===== config.mk =====
export PLATFORM = sky130hd
export DESIGN_NAME = deserializador_trama
export DESIGN_NICKNAME = d
export VERILOG_FILES = /design/src/rtl/deserializador_trama_pkg.sv /design/src/rtl/deserializador_trama_fifo_palabras.sv /design/src/rtl/deserializador_trama.sv
export SDC_FILE = /design/constraint.sdc
export NUM_CORES = 1
export LEC_CHECK = 0
export CAP_MARGIN = 10
export CORE_MARGIN = 1.5
export CORE_UTILIZATION = 55
export CTS_CLUSTER_SIZE = 40
export DETAILED_ROUTE_END_ITERATION = 10
export GPL_TIMING_DRIVEN = 1
export PLACE_DENSITY = 0.85
export RECOVER_POWER = 25
export SYNTH_ARGS = -nofsm -noshare
export SYNTH_HDL_FRONTEND = slang
export SYNTH_HIERARCHICAL = 1
export SYNTH_SLANG_ARGS = --single-unit

===== constraint.sdc =====
create_clock -name clk -period 7.23 [get_ports clk]
set_clock_uncertainty 0.05 [all_clocks]
set_input_delay 0.723 -clock clk [delete_from_list [all_inputs] [get_ports clk]]
set_output_delay 0.723 -clock clk [all_outputs]
set_load 0.005 [all_outputs]

===== src/rtl/deserializador_trama_pkg.sv =====
// Shared constants for the framing chain: default word/FIFO sizes and the
// assembly FSM state encoding used by the synchronizer stage.
package deserializador_trama_pkg;

    localparam int unsigned ANCHO_DEF       = 5;
    localparam int unsigned PROFUNDIDAD_DEF = 4;
    localparam int unsigned ABORTOS_MAX     = 255;

    typedef enum logic {
        Espera   = 1'b0,
        Ensambla = 1'b1
    } estado_t;

endpackage


===== src/rtl/deserializador_trama_fifo_palabras.sv =====
// Word FIFO: circular storage with modulo-depth pointers and an occupancy count.
// Push while full is only issued by the caller together with a pop.
module fifo_palabras #(
    parameter int unsigned ANCHO       = 5,
    parameter int unsigned PROFUNDIDAD = 4
) (
    input  logic                           clk,
    input  logic                           rst,
    input  logic                           escribir,
    input  logic [ANCHO-1:0]               dato_in,
    input  logic                           leer,
    output logic [ANCHO-1:0]               dato_out,
    output logic                           no_vacio,
    output logic                           lleno,
    output logic [$clog2(PROFUNDIDAD):0]   ocupacion
);

    localparam int unsigned PW = $clog2(PROFUNDIDAD);
    localparam int unsigned OW = PW + 1;

    logic [ANCHO-1:0] mem_q [PROFUNDIDAD];
    logic [PW-1:0]    wr_q, rd_q;
    logic [OW-1:0]    cnt_q, cnt_d;

    // Pointers wrap naturally because PROFUNDIDAD is a power of two.
    always_ff @(posedge clk or negedge rst) begin
        if (!rst) begin
            for (int i = 0; i < int'(PROFUNDIDAD); i++) begin
                mem_q[i] <= '0;
            end
            wr_q  <= '0;
            rd_q  <= '0;
            cnt_q <= '0;
        end else begin
            if (escribir) begin
                mem_q[wr_q] <= dato_in;
                wr_q        <= wr_q + 1'b1;
            end
            if (leer) begin
                rd_q <= rd_q + 1'b1;
            end
            cnt_q <= cnt_d;
        end
    end

    always_comb begin
        cnt_d = cnt_q;
        unique case ({escribir, leer})
            2'b10:   cnt_d = cnt_q + 1'b1;
            2'b01:   cnt_d = cnt_q - 1'b1;
            default: cnt_d = cnt_q;
        endcase
    end

    assign no_vacio  = (cnt_q != '0);
    assign lleno     = (cnt_q == OW'(PROFUNDIDAD));
    assign ocupacion = cnt_q;
    assign dato_out  = no_vacio ? mem_q[rd_q] : '0;

endmodule


===== src/rtl/deserializador_trama.sv =====
// Serial-to-parallel framer: assembles MSB-first words while the link is in
// sync, queues them in a word FIFO, counts aborted words and flags overflow.
module deserializador_trama
    import deserializador_trama_pkg::*;
#(
    parameter int unsigned ANCHO       = ANCHO_DEF,
    parameter int unsigned PROFUNDIDAD = PROFUNDIDAD_DEF
) (
    input  logic                           clk,
    input  logic                           rst,
    input  logic                           s_in,
    input  logic                           valido,
    output logic [ANCHO-1:0]               dato_out,
    output logic                           dato_valido,
    input  logic                           dato_listo,
    output logic [$clog2(PROFUNDIDAD):0]   ocupacion,
    output logic                           desborde,
    output logic [7:0]                     abortos
);

    localparam int unsigned CW = $clog2(ANCHO);

    estado_t          estado_q, estado_d;
    logic [CW-1:0]    cnt_q, cnt_d;
    logic [ANCHO-1:0] asm_q, asm_d, palabra;
    logic             completa, abortar, pop, lleno, escribir;
    logic             desborde_q;
    logic [7:0]       abortos_q;

    always_ff @(posedge clk or negedge rst) begin
        if (!rst) begin
            estado_q   <= Espera;
            cnt_q      <= '0;
            asm_q      <= '0;
            desborde_q <= 1'b0;
            abortos_q  <= '0;
        end else begin
            estado_q <= estado_d;
            cnt_q    <= cnt_d;
            asm_q    <= asm_d;
            if (completa && lleno && !pop) begin
                desborde_q <= 1'b1;
            end
            if (abortar && (abortos_q != 8'(ABORTOS_MAX))) begin
                abortos_q <= abortos_q + 8'd1;
            end
        end
    end

    always_comb begin
        estado_d = estado_q;
        cnt_d    = cnt_q;
        asm_d    = asm_q;
        completa = 1'b0;
        abortar  = 1'b0;
        palabra  = {asm_q[ANCHO-2:0], s_in};

        unique case (estado_q)
            Espera:   if (valido)  estado_d = Ensambla;
            Ensambla: if (!valido) estado_d = Espera;
            default:  estado_d = Espera;
        endcase

        if (valido) begin
            asm_d = palabra;
            if (cnt_q == CW'(ANCHO - 1)) begin
                completa = 1'b1;
                cnt_d    = '0;
            end else begin
                cnt_d = cnt_q + 1'b1;
            end
        end else begin
            // A counter of zero means we sit on a word boundary: nothing is lost.
            abortar = (estado_q == Ensambla) && (cnt_q != '0);
            cnt_d   = '0;
            asm_d   = '0;
        end
    end

    assign pop      = dato_valido && dato_listo;
    assign escribir = completa && (!lleno || pop);

    fifo_palabras #(
        .ANCHO       (ANCHO),
        .PROFUNDIDAD (PROFUNDIDAD)
    ) u_fifo (
        .clk       (clk),
        .rst       (rst),
        .escribir  (escribir),
        .dato_in   (palabra),
        .leer      (pop),
        .dato_out  (dato_out),
        .no_vacio  (dato_valido),
        .lleno     (lleno),
        .ocupacion (ocupacion)
    );

    assign desborde = desborde_q;
    assign abortos  = abortos_q;

endmodule


==> impl_metrics.json <==
{
  "status": "finished with violations",
  "violations": "capacitance limit, slew limit",
  "synth_edf_count": 0,
  "ctsResizeCount": 0,
  "cp.required_ns": 6.46,
  "seq_area_frac_synth_pct": 53.1,
  "grt_pass1_vias": 1422,
  "whs_endpoint": "cnt_q[0]",
  "final_util_pct": 67.5,
  "wl_per_cell_microns": 16.3,
  "worst_setup_path_end_kind": "output port",
  "fin_nets": 200,
  "syn_avg_cell_area_sq_um": 13.0,
  "ys_ff_latch": 44,
  "die_height_microns": 64.4,
  "synthCells": 160,
  "worstRegToRegCells": 11,
  "tns_ns": 0,
  "initial_core_util_pct": 57.1,
  "cp-startpoint": "u_fifo/rd_q[0]",
  "portBuffers": 22,
  "hold_viol": 0,
  "worst_path_largest_cell_delay_ns": 0.60,
  "r2r-start": "u_fifo/ocupacion[0]",
  "synth_most_common_cell": "dfrtp_1",
  "cts_root_buf": "clkbuf_8",
  "rows": 22,
  "cts_sinks": 44,
  "syn-cell-area_sq_mm": 0.00207,
  "final_max_slew_viol_count": 45,
  "rsz0062_at_grt": "no",
  "postPlaceCellArea_sq_mm": 0.00233,
  "drt_iter0_drc": 49,
  "maxCapViolCount": 1,
  "cts_tree": "done",
  "yosys.area_share.xor_xnor_pct": 3.80,
  "critPathKind": "flop to output port",
  "yosysWarnings": 6,
  "post_cts_buffers": 0,
  "start_kind": "flop",
  "grt_max_degree": 45,
  "io_pins": 23,
  "synth_ff_type": "dfrtp_1",
  "power_density_mw_per_mm2": 311,
  "drc": 0,
  "grt_use_total_pct": 21.7,
  "grt_pass1_wl_microns": 6540,
  "synthSimpleGateAreaFrac_pct": 12.4,
  "fin_cells": 235,
  "grt.overflow.total": 0,
  "place_inst": 227,
  "min_from": "cnt_q[0]",
  "final_area_sq_mm": 0.00245,
  "rrSetupSlack_ns": 4.53,
  "cts.clk_slew.worst_paths_ns": 0.08,
  "ir_drop_mv": 0.168,
  "relSlewSlack_pct": -51.4,
  "tightest_slew_ns": 2.27,
  "place.gp.congestion": 0.830,
  "leakagePower_nw": 1.16,
  "fmax_ghz": 0.351,
  "vias_per_cell": 5.42,
  "worst-endpoint-arrival_ns": 2.07,
  "synthDistinctLibCells": 33,
  "areaGrowthSynthToFinish_pct": 18.3,
  "setup-violations-final": 0,
  "crit_slowest_cell": "dfrtp_1",
  "yosysTopAreaCell": "dfrtp_1",
  "synth_mux_area_share_pct": 19.6,
  "cts.htree.levels": 2,
  "synth_fp_nets": 174,
  "core_area_sq_mm": 0.00363,
  "worstPathCellList": "mux4_2 -> nor2b_1 -> clkdlybuf4s50_1",
  "finalCriticalPeriod_ns": 2.85,
  "cts_buffers": 5,
  "routed_wirelength_microns": 3840,
  "hold_depth": 1,
  "final_layout_size_suffix_gt1_share_pct": 23.5,
  "r2r_end": "u_fifo/ocupacion[2]",
  "vias": 1274,
  "holdBufCountCts": 0,
  "synth_commonest_cells": "dfrtp_1 (44), mux2_2 (23), inv_1 (12), nand2_1 (12), ha_1 (8)",
  "antenna_found_initial": 0,
  "synth_adder_area_share_pct": 5.79,
  "drtPass1Iterations": 4,
  "dp_hpwl_microns": 2730,
  "diodes": 0,
  "synth_top_area_share_pct": 53.1,
  "synth_top_cells_by_area": "dfrtp_1 (53%), mux2_2 (12%), mux4_2 (5.4%), ha_1 (4.8%), xor2_1 (3.0%)",
  "synthArstFlopShare_pct": 100,
  "antenna_left": 0,
  "worstSkewPairLatency_ns": 0.31,
  "finalCritPeriodShare_pct": 39.4,
  "synth_top_family_by_area": "multiplexers",
  "dieWidth_microns": 64.4,
  "cp_max_fo": 7,
  "hold_class": "flop to flop",
  "clk_path_buf_depth": 2,
  "synth_compound_area_share_pct": 2.11,
  "dieArea_sq_mm": 0.00415
}
-- worst max path at each step --
stage	cells after the start	slack [ns]	to
6_report	3	4.38	dato_out[1]
5_1_grt	10	4.22	u_fifo/ocupacion[2]
4_1_cts	3	4.35	dato_out[2]
3_5_place_dp	10	4.18	u_fifo/ocupacion[2]
3_3_place_gp	10	4.29	u_fifo/ocupacion[2]
2_1_floorplan	12	4.82	u_fifo/ocupacion[2]
-- power breakdown --
part | switching, mW | internal [mW] | leakage [nW]
Clock | 0.0831 | 0.122 | 0.0645
Combinational | 0.0857 | 0.120 | 0.515
Sequential | 0.0617 | 0.292 | 0.582
-- flip-flops by register name, indices dropped and copies added, names as in the netlist --
name / cells
u_fifo/wr_q: 2
u_fifo/rd_q: 2
asm_q: 4
desborde: 1
abortos: 8
cnt_q: 3
u_fifo/ocupacion: 3
u_fifo/mem_q: 20
estado_q: 1
-- stage by stage --
step | power [mW] | hold slack [ns] | setup WS (ns)
after floorplan | 0.468 | 0.377 | 4.82
after global placement | 0.543 | 0.397 | 4.29
after detailed placement | 0.560 | 0.413 | 4.18
after CTS | 0.770 | 0.429 | 4.35
after global routing | 0.809 | 0.468 | 4.22
final | 0.764 | 0.424 | 4.38
-- metal layers --
layer | global-route usage (%) | wire length [microns] | up-vias
li1 | - | - | 591
met2 | 36.7 | 2010 | 31
met4 | 12.0 | 90 | 0
met1 | 25.6 | 1590 | 644
met5 | 0 | 0 | -
met3 | 4.93 | 144 | 8
-- critical path, delay by kind of cell, from the launching register on --
family | cells | cell delay (ns)
DFF | 1 | 0.60
and+or+nand+nor | 1 | 0.15
buffers and inverters | 1 | 0.47
muxes | 1 | 0.55
-- placed cells by master (no fill, tap or decap), drive strengths merged --
cell type | Yosys | layout
nor3b | 1 | 1
nand3 | 5 | 5
mux2i | 2 | 2
mux2 | 24 | 24
bufinv | 0 | 1
clkbuf | 1 | 8
nor2b | 5 | 5
inv | 12 | 12
nand2b | 1 | 1
ha | 8 | 8
a21oi | 2 | 2
nor2 | 9 | 9
or2 | 1 | 1
o21ai | 2 | 2
nand4 | 2 | 2
fa | 1 | 1
clkdlybuf4s50 | 0 | 20
o21bai | 1 | 1
dfrtp | 44 | 44
and3 | 2 | 2
xnor2 | 2 | 2
a211oi | 1 | 1
nand2 | 12 | 12
a41oi | 1 | 1
dlygate4sd3 | 0 | 1
nor3 | 2 | 2
and2 | 5 | 5
mux4 | 5 | 5
xor2 | 7 | 7
-- cell families (layout without fill, tap and decap cells) --
| kind of cell | after synthesis | in the layout |
|---|---|---|
| multiplexers | 31 | 31 |
| AO/OA/AOI/OAI | 7 | 7 |
| AND/OR/NAND/NOR | 45 | 45 |
| adder cells (fa/ha/maj) | 9 | 9 |
| buffers and inverters | 15 | 42 |
| flip-flops | 44 | 44 |
| XOR/XNOR | 9 | 9 |
-- area by class of cell --
class	instances	area (sq um)
fill	274	1180
sequential	44	1100
multi-input combinational	101	907
timing repair buffer	22	214
clock buffer	7	96.3
tap	48	60.1
inverter	12	45.0
clock inverter	1	30.0
Note: power is estimated with default switching activity, not from simulation.
